$ cat src/rtl/ripple_count_monitor.sv
// ============================================================================
// ripple_count_monitor : settles and step-checks a 3-bit async ripple counter
// Rev 1.0
// ============================================================================
`default_nettype none

module ripple_count_monitor #(
   parameter int SYNC_STAGES   = 2,
   parameter int STABLE_CYCLES = 2,
   parameter int ERR_W         = 8
) (
   input  logic             in_clk,
   input  logic             in_rst_n,
   input  logic [2:0]       in_q,
   input  logic             in_m,
   input  logic             in_clr,
   output logic [2:0]       o_count,
   output logic             o_valid,
   output logic             o_wrap,
   output logic             o_err,
   output logic [ERR_W-1:0] o_err_cnt,
   output logic             o_init_done
);

   typedef enum logic [1:0] {
      S_INIT   = 2'd0,
      S_TRACK  = 2'd1,
      S_SETTLE = 2'd2
   } state_t;

   localparam logic [3:0] STABLE_N = 4'(STABLE_CYCLES);

   logic [SYNC_STAGES-1:0][2:0] sync_q_q;
   logic [SYNC_STAGES-1:0]      sync_m_q;
   logic [SYNC_STAGES-1:0]      prime_q;
   logic [2:0]                  s_q;
   logic                        s_m;
   logic                        s_valid;

   state_t           state_q, state_d;
   logic [2:0]       cand_q, cand_d;
   logic [3:0]       cnt_q, cnt_d;
   logic [2:0]       count_q, count_d;
   logic             valid_q, valid_d;
   logic             wrap_q, wrap_d;
   logic             err_q, err_d;
   logic             init_q, init_d;
   logic [ERR_W-1:0] err_cnt_q, err_cnt_d;

   logic [3:0]       cnt_inc;
   logic [2:0]       delta;
   logic             step_ok;

   // prime_q marks when the synchronizer holds real samples rather than reset zeros
   always_ff @(posedge in_clk or negedge in_rst_n) begin
      if (!in_rst_n) begin
         sync_q_q <= '0;
         sync_m_q <= '0;
         prime_q  <= '0;
      end else begin
         sync_q_q <= {sync_q_q[SYNC_STAGES-2:0], in_q};
         sync_m_q <= {sync_m_q[SYNC_STAGES-2:0], in_m};
         prime_q  <= {prime_q[SYNC_STAGES-2:0], 1'b1};
      end
   end

   assign s_q     = sync_q_q[SYNC_STAGES-1];
   assign s_m     = sync_m_q[SYNC_STAGES-1];
   assign s_valid = prime_q[SYNC_STAGES-1];

   assign cnt_inc = cnt_q + 4'd1;
   assign delta   = cand_q - count_q;
   assign step_ok = s_m ? (delta == 3'd1) : (delta == 3'd7);

   always_comb begin
      state_d   = state_q;
      cand_d    = cand_q;
      cnt_d     = cnt_q;
      count_d   = count_q;
      valid_d   = 1'b0;
      wrap_d    = 1'b0;
      err_d     = 1'b0;
      init_d    = init_q;
      err_cnt_d = err_cnt_q;

      case (state_q)
         S_INIT: begin
            if (s_valid) begin
               if (cnt_q == 4'd0 || s_q != cand_q) begin
                  cand_d = s_q;
                  cnt_d  = 4'd1;
               end else begin
                  cnt_d = cnt_inc;
                  if (cnt_inc == STABLE_N) begin
                     count_d = cand_q;
                     valid_d = 1'b1;
                     init_d  = 1'b1;
                     state_d = S_TRACK;
                  end
               end
            end
         end
         S_TRACK: begin
            if (s_q != count_q) begin
               cand_d  = s_q;
               cnt_d   = 4'd1;
               state_d = S_SETTLE;
            end
         end
         S_SETTLE: begin
            if (s_q == count_q) begin
               state_d = S_TRACK;
            end else if (s_q != cand_q) begin
               cand_d = s_q;
               cnt_d  = 4'd1;
            end else begin
               cnt_d = cnt_inc;
               if (cnt_inc == STABLE_N) begin
                  count_d = cand_q;
                  valid_d = 1'b1;
                  state_d = S_TRACK;
                  if (step_ok) begin
                     wrap_d = s_m ? (count_q == 3'd7) : (count_q == 3'd0);
                  end else begin
                     err_d = 1'b1;
                  end
               end
            end
         end
         default: state_d = S_INIT;
      endcase

      // Clear takes precedence over a simultaneous error
      if (in_clr) begin
         err_cnt_d = '0;
      end else if (err_d && err_cnt_q != {ERR_W{1'b1}}) begin
         err_cnt_d = err_cnt_q + ERR_W'(1);
      end
   end

   always_ff @(posedge in_clk or negedge in_rst_n) begin
      if (!in_rst_n) begin
         state_q   <= S_INIT;
         cand_q    <= '0;
         cnt_q     <= '0;
         count_q   <= '0;
         valid_q   <= 1'b0;
         wrap_q    <= 1'b0;
         err_q     <= 1'b0;
         init_q    <= 1'b0;
         err_cnt_q <= '0;
      end else begin
         state_q   <= state_d;
         cand_q    <= cand_d;
         cnt_q     <= cnt_d;
         count_q   <= count_d;
         valid_q   <= valid_d;
         wrap_q    <= wrap_d;
         err_q     <= err_d;
         init_q    <= init_d;
         err_cnt_q <= err_cnt_d;
      end
   end

   assign o_count     = count_q;
   assign o_valid     = valid_q;
   assign o_wrap      = wrap_q;
   assign o_err       = err_q;
   assign o_err_cnt   = err_cnt_q;
   assign o_init_done = init_q;

endmodule

`default_nettype wire
$ cat config.mk
export PLATFORM = sky130hd
export DESIGN_NAME = ripple_count_monitor
export DESIGN_NICKNAME = d
export VERILOG_FILES = /design/src/rtl/ripple_count_monitor.sv
export SDC_FILE = /design/constraint.sdc
export NUM_CORES = 1
export LEC_CHECK = 0
export CORE_UTILIZATION = 40
export CTS_CLUSTER_SIZE = 28
export DETAILED_ROUTE_END_ITERATION = 6
export PLACE_DENSITY_LB_ADDON = 0.12
export REMOVE_ABC_BUFFERS = 1
export SYNTH_ARGS = -nofsm -noshare
export SYNTH_HDL_FRONTEND = slang
export SYNTH_SLANG_ARGS = --single-unit
$ cat constraint.sdc
create_clock -name in_clk -period 4.45 [get_ports in_clk]
set_input_delay 0.89 -clock in_clk [delete_from_list [all_inputs] [get_ports in_clk]]
set_output_delay 0.89 -clock in_clk [all_outputs]
set_load 0.01 [all_outputs]
==> report_table.html, run 1 <==
<table>
<tr><th>Metric</th><th>Value</th></tr>
<tr><th colspan="2">Power and ir drop</th></tr>
<tr><td>Post-route total power</td><td>1.31 mW</td></tr>
<tr><td>PwrDens</td><td>598 nW/um2</td></tr>
<tr><td>Leakage power</td><td>0.917 nW</td></tr>
<tr><td>IR Drop Worst-Case VDD</td><td>0.000344 V</td></tr>
<tr><th colspan="2">Logic synthesis</th></tr>
<tr><td>Count of distinct cell types in the synthesized netlist</td><td>48</td></tr>
<tr><td>Count of warnings emitted by yosys</td><td>0</td></tr>
<tr><td>Share of flip-flops with an asynchronous set or reset after synthesis</td><td>1.00</td></tr>
<tr><td>Post-synthesis cell type with the largest combined area</td><td>dfrtp_1</td></tr>
<tr><td>Combinational family with the most area after synthesis</td><td>simple AND/OR/NAND/NOR gates</td></tr>
<tr><td>Area share of the largest cell type after synthesis</td><td>0.466</td></tr>
<tr><td>Syn avg cell area</td><td>10.4 um2</td></tr>
<tr><td>Post-Synth Adder-Cell Area</td><td>0.0795</td></tr>
<tr><td>Number of enable flip-flop cells after synthesis</td><td>0</td></tr>
<tr><td>Simple-gate portion of the synthesized area</td><td>0.171</td></tr>
<tr><td>Post-synthesis register bit count</td><td>34</td></tr>
<tr><td>Gate Count Post-Synth</td><td>176</td></tr>
<tr><td>Most instantiated flip-flop cell in the synthesis netlist</td><td>dfrtp_1</td></tr>
<tr><td>Multiplexer share of the synthesized area</td><td>0.0500</td></tr>
<tr><td>Netlist area before placement</td><td>1830 um2</td></tr>
<tr><td>Synthesized-area fraction occupied by ao, oa, aoi and oai cells</td><td>0.158</td></tr>
<tr><td>Xor and xnor area share after synthesis</td><td>0.0411</td></tr>
<tr><td>Largest cells by area after synthesis</td><td>dfrtp_1 47%, ha_1 6.8%, inv_1 2.5%, nand2_1 2.3%, a21oi_1 2.2%</td></tr>
<tr><td>Share of the yosys chip area belonging to registers</td><td>0.466</td></tr>
<tr><th colspan="2">CTS</th></tr>
<tr><td>CTS sink cnt</td><td>34</td></tr>
<tr><td>Post_cts resized</td><td>0</td></tr>
<tr><td>CTS tree</td><td>done</td></tr>
<tr><td>Cts bufs inserted</td><td>5</td></tr>
<tr><td>Largest buffer count on any clock path</td><td>2</td></tr>
<tr><td>Post-CTS setup buffer count</td><td>0</td></tr>
<tr><td>Clock insertion delay at the later pin of the skew report</td><td>290 ps</td></tr>
<tr><td>Number of H-tree levels</td><td>2</td></tr>
<tr><td>Clock-pin transition on the worst setup and hold timing paths</td><td>70 ps</td></tr>
<tr><td>Clock root buffer</td><td>clkbuf_8</td></tr>
<tr><td>Cts hold-fix bufs</td><td>0</td></tr>
<tr><th colspan="2">Critical path</th></tr>
<tr><td>Worst-case reg-to-reg path depth</td><td>8</td></tr>
<tr><td>Worst Setup Start Kind</td><td>register</td></tr>
<tr><td>Maximum net fanout on the critical path</td><td>9</td></tr>
<tr><td>Register-to-register path setup slack</td><td>1890 ps</td></tr>
<tr><td>Critical path capture point type</td><td>register</td></tr>
<tr><td>Required time at the endpoint of the critical path</td><td>4660 ps</td></tr>
<tr><td>Startpoint of the most critical setup path</td><td>o_count[0]$_DFFE_PN0P_</td></tr>
<tr><td>Worst setup path endpoint</td><td>o_err_cnt[3]$_DFFE_PN0P_</td></tr>
<tr><td>Arrival time of data at the critical path endpoint</td><td>2770 ps</td></tr>
<tr><td>Reg-to-reg endpoint</td><td>o_err_cnt[3]$_DFFE_PN0P_</td></tr>
<tr><td>R2r startpoint</td><td>o_count[0]$_DFFE_PN0P_</td></tr>
<tr><td>Startpoint-to-endpoint class of the critical path</td><td>reg2reg</td></tr>
<tr><th colspan="2">Cells and area</th></tr>
<tr><td>Inserted Diodes</td><td>0</td></tr>
<tr><td>Fillers</td><td>416</td></tr>
<tr><td>Area growth from synthesis to layout</td><td>19.7%</td></tr>
<tr><td>Share of final-layout standard cells stronger than drive strength 1</td><td>0.0891</td></tr>
<tr><td>Final layout net count</td><td>219</td></tr>
<tr><td>Commonest cells after routing, fill and taps aside</td><td>34 x dfrtp_1, 21 x clkdlybuf4s50_1, 12 x inv_1</td></tr>
<tr><td>Commonest non-fill, non-tap cell in the layout</td><td>dfrtp_1</td></tr>
<tr><th colspan="2">Placement</th></tr>
<tr><td>Number of buffer cells added on primary ports</td><td>21</td></tr>
<tr><td>Worst slack after detailed placement</td><td>1890 ps</td></tr>
<tr><td>Half-perimeter wire length after detailed placement</td><td>2650 um</td></tr>
<tr><td>Gp weighted congestion</td><td>0.871</td></tr>
<tr><th colspan="2">Floorplanning</th></tr>
<tr><td>Std cell rows</td><td>24</td></tr>
<tr><td>Initial Util</td><td>0.417</td></tr>
<tr><td>Core area</td><td>4380 um2</td></tr>
<tr><td>Floorplan die area</td><td>4840 um2</td></tr>
<tr><td>Die Ht</td><td>69.6 um</td></tr>
<tr><td>Horizontal die dimension</td><td>69.6 um</td></tr>
<tr><td>Number of I/O pins</td><td>22</td></tr>
<tr><th colspan="2">Timing</th></tr>
<tr><td>RSZ-0062 raised after global routing</td><td>false</td></tr>
<tr><td>Final setup skew</td><td>7.15 ps</td></tr>
<tr><td>Clock period minus worst slack</td><td>2560 ps</td></tr>
<tr><td>Setup-violating endpoint count in the final report</td><td>0</td></tr>
<tr><td>Final total negative setup slack</td><td>0 ps</td></tr>
<tr><td>Setup ws final</td><td>1890 ps</td></tr>
<tr><td>Final Max Tran Viols</td><td>0</td></tr>
<tr><td>Top achievable clock speed</td><td>391 MHz</td></tr>
<tr><td>Final number of hold-violating endpoints</td><td>0</td></tr>
<tr><td>Share of the clock period used by the worst path</td><td>0.575</td></tr>
<tr><th colspan="2">Drt</th></tr>
<tr><td>Vias per cell</td><td>5.54</td></tr>
<tr><td>WL per Instance</td><td>14.5 um</td></tr>
<tr><td>DR vias</td><td>1407</td></tr>
<tr><td>Number of nets with antenna violations after routing</td><td>0</td></tr>
<tr><td>Count of TritonRoute iterations in the first routing pass</td><td>4</td></tr>
<tr><td>Final wirelength</td><td>3680 um</td></tr>
<tr><td>Drt first-iter violations</td><td>63</td></tr>
<tr><td>Number of remaining DRC errors</td><td>0</td></tr>
<tr><th colspan="2">Min path</th></tr>
<tr><td>Path type of the worst min-delay path</td><td>reg2reg</td></tr>
<tr><th colspan="2">Global routing</th></tr>
<tr><td>Remaining Overflow, GRT</td><td>0</td></tr>
<tr><td>Number of global-route vias before repair</td><td>1372</td></tr>
<tr><td>Antenna violations before repair</td><td>0</td></tr>
<tr><td>Largest net degree at the start of global routing</td><td>35</td></tr>
<tr><td>First-pass GRT wire length</td><td>6580 um</td></tr>
<tr><td>Total routing usage reported by global routing</td><td>0.173</td></tr>
<tr><th colspan="2">Job</th></tr>
<tr><td>Max cap viols</td><td>0</td></tr>
<tr><th colspan="2">Run status</th></tr>
<tr><td>Outcome</td><td>completed</td></tr>
</table>
## synthesized netlist by cell type (2+ instances only)
library cell,n
dfrtp_1,34
inv_1,12
nand2_1,11
ha_1,10
a21oi_1,8
nand3_1,8
o21ai_0,8
nor2_1,6
or4_1,5
a31oi_1,4
nor2b_1,4
nor3_1,4
o31ai_1,4
or3_1,4
and3_1,3
clkbuf_1,3
mux2_1,3
mux2_2,3
xnor2_1,3
xor2_1,3
a211oi_1,2
a311oi_1,2
and2_1,2
nand2b_1,2
nand3b_1,2
nand4_1,2
o22ai_1,2
or2_2,2
## layer usage
layer | vias to the layer above | global-route usage | share of wire
met1 | 683 | 0.248 | 0.51
met2 | 32 | 0.251 | 0.44
met3 | 6 | 0.0451 | 0.041
met5 | - | 0 | 0
met4 | 0 | 0.0680 | 0.013
li1 | 686 | - | -
## worst min-delay path by stage
stage	slack, ps	startpoint	cells after the start	endpoint
finish	340	prime_q[0]$_DFF_PN0_	0	prime_q[1]$_DFF_PN0_
global route	360	sync_q_q[1]$_DFF_PN0_	0	s_q[1]$_DFF_PN0_
CTS	340	prime_q[0]$_DFF_PN0_	0	prime_q[1]$_DFF_PN0_
detailed placement	330	sync_q_q[2]$_DFF_PN0_	0	s_q[2]$_DFF_PN0_
global placement	330	sync_q_q[1]$_DFF_PN0_	0	s_q[1]$_DFF_PN0_
floorplan	330	prime_q[0]$_DFF_PN0_	0	prime_q[1]$_DFF_PN0_
## area by class of cell
class	count	area, um2	area share
multi-input combinational	126	916	0.419
sequential	34	851	0.389
timing repair buffer	22	218	0.0996
clock buffer	7	86.3	0.0395
tap	52	65.1	0.0298
inverter	12	45.0	0.0206
clock inverter	1	5.00	0.00229
## critical path, stage by stage, from the launching register on
cell and delay (ps):
dfrtp_1 440, ha_1 180, inv_1 50, fa_1 360
xnor3_1 400, mux2i_2 270, o21ai_2 140, or4_1 490
a21oi_1 150
## through the flow
stage	hold WS [ps]	area [um2]	instances	util
final	338	2190	254	0.499
after global routing	357	2190	254	0.499
after CTS	345	2190	254	0.499
after detailed placement	335	2090	246	0.478
after global placement	333	2090	246	0.478
after floorplan	331	1810	172	-
## kinds of logic (layout without fill, tap and decap cells)
family	after synthesis	after routing
adder cells (fa/ha/maj)	11	11
AND/OR/NAND/NOR	57	57
buffers and inverters	16	42
XOR/XNOR	7	7
other	1	1
flip-flops	34	34
multiplexers	8	8
AO/OA/AOI/OAI	42	42
## state kept, by name, indices dropped and copies added, names as in the netlist
| register | count |
|---|---|
| o_err_cnt | 8 |
| cnt_q | 4 |
| cand_q | 3 |
| o_count | 3 |
| s_q | 3 |
| sync_q_q | 3 |
| prime_q | 2 |
| state_q | 2 |
| sync_m_q | 2 |
| o_err | 1 |
| o_init_done | 1 |
| o_valid | 1 |
| o_wrap | 1 |
## power breakdown
group          switching (mW)  total, mW  internal (mW)  leakage [nW]
sequential             0.0756      0.443          0.367         0.431
clock                   0.109      0.233          0.125        0.0482
combinational           0.337      0.631          0.294         0.438
total                   0.521       1.31          0.786         0.917
No activity file was read; power rests on OpenSTA's default activity.
==> run 2: changes to the inputs <==
clock period = 2.6 ns   (was 4.45 ns; I/O delays follow)
==> run 2 against run 1 <==
  * Setup slack worse by 1700 ps
  * Combinational power rose by 84%
  * Final cell count grew 1.6%
  * Sequential power is 68% higher
  * Final area up 4.1%
  * Critical path depth is 1 higher
  * Clock power rose to 2.6 times the previous value
  * First-iteration DRC count up 16%
  * Worst hold slack better by 10 ps
  * Clock skew shrank 3.9 ps
  * Die area did not move
  * Critical path type unchanged
  * Critical endpoint unchanged
  * Largest power group unchanged
  * Highest routed layer unchanged
==> report_table.html, run 2 (synthesis results as in run 1) <==
<table>
<tr><th>Metric</th><th>Value</th></tr>
<tr><th colspan="2">Run status</th></tr>
<tr><td>Outcome</td><td>completed (unchanged)</td></tr>
<tr><th colspan="2">Global routing</th></tr>
<tr><td>First-pass GRT wire length</td><td>6270 um (was 6580 um)</td></tr>
<tr><td>Met1 demand-to-capacity share in global routing</td><td>0.227 (was 0.248)</td></tr>
<tr><td>Antenna violations before repair</td><td>0 (unchanged)</td></tr>
<tr><td>Number of global-route vias before repair</td><td>1371 (was 1372)</td></tr>
<tr><td>Remaining Overflow, GRT</td><td>0 (unchanged)</td></tr>
<tr><td>Met3 Usage GRT</td><td>0.0451 (unchanged)</td></tr>
<tr><td>Met2 track demand over resource in global routing</td><td>0.249 (was 0.251)</td></tr>
<tr><td>Largest net degree at the start of global routing</td><td>35 (unchanged)</td></tr>
<tr><td>Routing layer with the top usage in global route</td><td>met2 (unchanged)</td></tr>
<tr><td>Total routing usage reported by global routing</td><td>0.164 (was 0.173)</td></tr>
<tr><th colspan="2">CTS</th></tr>
<tr><td>Cts bufs inserted</td><td>5 (unchanged)</td></tr>
<tr><td>Number of H-tree levels</td><td>2 (unchanged)</td></tr>
<tr><td>Post-CTS setup buffer count</td><td>0 (unchanged)</td></tr>
<tr><td>Clock-pin transition on the worst setup and hold timing paths</td><td>70 ps (about the same)</td></tr>
<tr><td>CTS tree</td><td>done (unchanged)</td></tr>
<tr><td>Clock root buffer</td><td>clkbuf_8 (unchanged)</td></tr>
<tr><td>Cts hold-fix bufs</td><td>0 (unchanged)</td></tr>
<tr><td>CTS sink cnt</td><td>34 (unchanged)</td></tr>
<tr><td>Largest buffer count on any clock path</td><td>2 (unchanged)</td></tr>
<tr><td>Post_cts resized</td><td>0 (unchanged)</td></tr>
<tr><td>Clock insertion delay at the later pin of the skew report</td><td>280 ps (was 290 ps)</td></tr>
<tr><th colspan="2">Timing</th></tr>
<tr><td>Final total negative setup slack</td><td>0 ps (unchanged)</td></tr>
<tr><td>Clock period minus worst slack</td><td>2430 ps (was 2560 ps)</td></tr>
<tr><td>Final setup skew</td><td>3.28 ps (was 7.15 ps)</td></tr>
<tr><td>Setup-violating endpoint count in the final report</td><td>0 (unchanged)</td></tr>
<tr><td>Setup ws final</td><td>170 ps (was 1890 ps)</td></tr>
<tr><td>RSZ-0062 raised after global routing</td><td>false (unchanged)</td></tr>
<tr><td>Final number of hold-violating endpoints</td><td>0 (unchanged)</td></tr>
<tr><td>Top achievable clock speed</td><td>412 MHz (was 391 MHz)</td></tr>
<tr><td>Smallest hold slack</td><td>348 ps (was 338 ps)</td></tr>
<tr><td>Final Max Tran Viols</td><td>0 (unchanged)</td></tr>
<tr><td>Share of the clock period used by the worst path</td><td>0.935 (was 0.575)</td></tr>
<tr><th colspan="2">Placement</th></tr>
<tr><td>Gp weighted congestion</td><td>0.861 (was 0.871)</td></tr>
<tr><td>Half-perimeter wire length after detailed placement</td><td>2660 um (was 2650 um)</td></tr>
<tr><td>Worst slack after detailed placement</td><td>47.1 ps (was 1890 ps)</td></tr>
<tr><td>Number of buffer cells added on primary ports</td><td>21 (unchanged)</td></tr>
<tr><td>Cell area after placement</td><td>2120 um2 (was 2090 um2)</td></tr>
<tr><td>Dpl cells</td><td>250 (was 246)</td></tr>
<tr><th colspan="2">Cells and area</th></tr>
<tr><td>Final layout net count</td><td>223 (was 219)</td></tr>
<tr><td>Non-filler cells, final</td><td>258 (was 254)</td></tr>
<tr><td>Inserted Diodes</td><td>0 (unchanged)</td></tr>
<tr><td>Commonest non-fill, non-tap cell in the layout</td><td>dfrtp_1 (unchanged)</td></tr>
<tr><td>Share of final-layout standard cells stronger than drive strength 1</td><td>0.112 (was 0.0891)</td></tr>
<tr><td>Area growth from synthesis to layout</td><td>24.5% (was 19.7%)</td></tr>
<tr><td>Multi-input logic area</td><td>923 um2 (was 916 um2)</td></tr>
<tr><td>Fillers</td><td>389 (was 416)</td></tr>
<tr><td>Combined flip-flop and latch cell area</td><td>851 um2 (unchanged)</td></tr>
<tr><td>Post-route standard cell area excluding fillers</td><td>2270 um2 (was 2190 um2)</td></tr>
<tr><td>Commonest cells after routing, fill and taps aside</td><td>34 x dfrtp_1, 21 x clkdlybuf4s50_1, 12 x inv_1 (unchanged)</td></tr>
<tr><td>Post-layout util</td><td>0.519 (was 0.499)</td></tr>
<tr><td>Max FFs per register</td><td>8 (unchanged)</td></tr>
<tr><th colspan="2">Drt</th></tr>
<tr><td>Final wirelength</td><td>3550 um (was 3680 um)</td></tr>
<tr><td>Count of TritonRoute iterations in the first routing pass</td><td>4 (unchanged)</td></tr>
<tr><td>Vias per cell</td><td>5.44 (was 5.54)</td></tr>
<tr><td>DR vias</td><td>1403 (was 1407)</td></tr>
<tr><td>WL per Instance</td><td>13.8 um (was 14.5 um)</td></tr>
<tr><td>Number of remaining DRC errors</td><td>0 (unchanged)</td></tr>
<tr><td>Number of nets with antenna violations after routing</td><td>0 (unchanged)</td></tr>
<tr><td>Drt first-iter violations</td><td>73 (was 63)</td></tr>
<tr><th colspan="2">Critical path</th></tr>
<tr><td>Worst Setup Start Kind</td><td>register (unchanged)</td></tr>
<tr><td>Critical path capture point type</td><td>register (unchanged)</td></tr>
<tr><td>Crit-path slowest cell</td><td>or4_1 (unchanged)</td></tr>
<tr><td>Required time at the endpoint of the critical path</td><td>2800 ps (was 4660 ps)</td></tr>
<tr><td>Maximum net fanout on the critical path</td><td>9 (unchanged)</td></tr>
<tr><td>CP Cell Sequence</td><td>inv_1, ha_1, inv_1, fa_1, xnor3_1, mux2i_2, o21ai_4, or4_1, a21oi_1 (was ha_1, inv_1, fa_1, xnor3_1, mux2i_2, o21ai_2, or4_1, a21oi_1)</td></tr>
<tr><td>Arrival time of data at the critical path endpoint</td><td>2630 ps (was 2770 ps)</td></tr>
<tr><td>Dominant delay contributor by cell family on the critical path</td><td>adder cells (unchanged)</td></tr>
<tr><td>Most Frequent Cell on Critical Path</td><td>inv_1</td></tr>
<tr><td>Startpoint-to-endpoint class of the critical path</td><td>reg2reg (unchanged)</td></tr>
<tr><td>Sum of buffers and inverters on the critical path</td><td>2 (was 1)</td></tr>
<tr><td>Peak per-stage delay on the critical path</td><td>480 ps (was 490 ps)</td></tr>
<tr><th colspan="2">Power and ir drop</th></tr>
<tr><td>IR Drop Worst-Case VDD</td><td>0.000594 V (was 0.000344 V)</td></tr>
<tr><td>Post-route total power</td><td>2.49 mW (was 1.31 mW)</td></tr>
<tr><td>Leakage power</td><td>0.961 nW (was 0.917 nW)</td></tr>
<tr><td>PwrDens</td><td>1100 nW/um2 (was 598 nW/um2)</td></tr>
<tr><th colspan="2">Job</th></tr>
<tr><td>Max cap viols</td><td>0 (unchanged)</td></tr>
<tr><th colspan="2">Floorplanning</th></tr>
<tr><td>Initial Util</td><td>0.417 (unchanged)</td></tr>
<tr><td>Horizontal die dimension</td><td>69.6 um (unchanged)</td></tr>
<tr><td>Number of I/O pins</td><td>22 (unchanged)</td></tr>
<tr><td>Die Ht</td><td>69.6 um (unchanged)</td></tr>
<tr><td>Floorplan die area</td><td>4840 um2 (unchanged)</td></tr>
<tr><td>Core area</td><td>4380 um2 (unchanged)</td></tr>
<tr><td>Std cell rows</td><td>24 (unchanged)</td></tr>
<tr><th colspan="2">Min path</th></tr>
<tr><td>Path type of the worst min-delay path</td><td>reg2reg (unchanged)</td></tr>
</table>
[run 2: cell types whose count changed in the layout (fill, tap and decap cells not counted)]
cell       before  now
buf_4           1    5
bufinv_16       0    2
clkbuf_1        1    0
clkinv_2        1    0
o21ai_2         1    0
o21ai_4         0    1
[run 2: path summary, 6_finish.rpt]
path | depth (start not counted) | end | slack [ps] | from
min in group asynchronous | 2 | cnt_q[3]$_DFFE_PN0P_ | 630 | in_rst_n
worst max register to register | 9 | o_err_cnt[3]$_DFFE_PN0P_ | 170 | cand_q[0]$_DFFE_PN0P_
worst min-delay path | 0 | s_q[2]$_DFF_PN0_ | 350 | sync_q_q[2]$_DFF_PN0_
max in group asynchronous | 2 | o_err_cnt[1]$_DFFE_PN0P_ | 1670 | in_rst_n
worst min register to register | 0 | s_q[2]$_DFF_PN0_ | 350 | sync_q_q[2]$_DFF_PN0_
worst max-delay path | 9 | o_err_cnt[3]$_DFFE_PN0P_ | 170 | cand_q[0]$_DFFE_PN0P_
[run 2: layout make-up]
class,instances,share of cell area
Tap cell,52,0.0286
Inverter,12,0.0198
Timing Repair Buffer,26,0.109
Sequential cell,34,0.374
Clock buffer,6,0.0363
Multi-Input combinational cell,126,0.406
Clock inverter,2,0.0264
[run 2: power by group]
part	internal, mW	switching [mW]
clock network	0.409	0.186
logic	0.539	0.616
registers	0.628	0.115
[run 2: layer usage]
layer / vias up / wire (um)
met5: - / 0
met4: 0 / 42
met3: 5 / 120
met2: 30 / 1570
met1: 671 / 1820
li1: 697 / -
==> run 3: changes to the inputs <==
GPL_ROUTABILITY_DRIVEN = 0   (was unset)
==> results of run 3 <==
Final layout, timing and power as in run 2 (identical DEF).
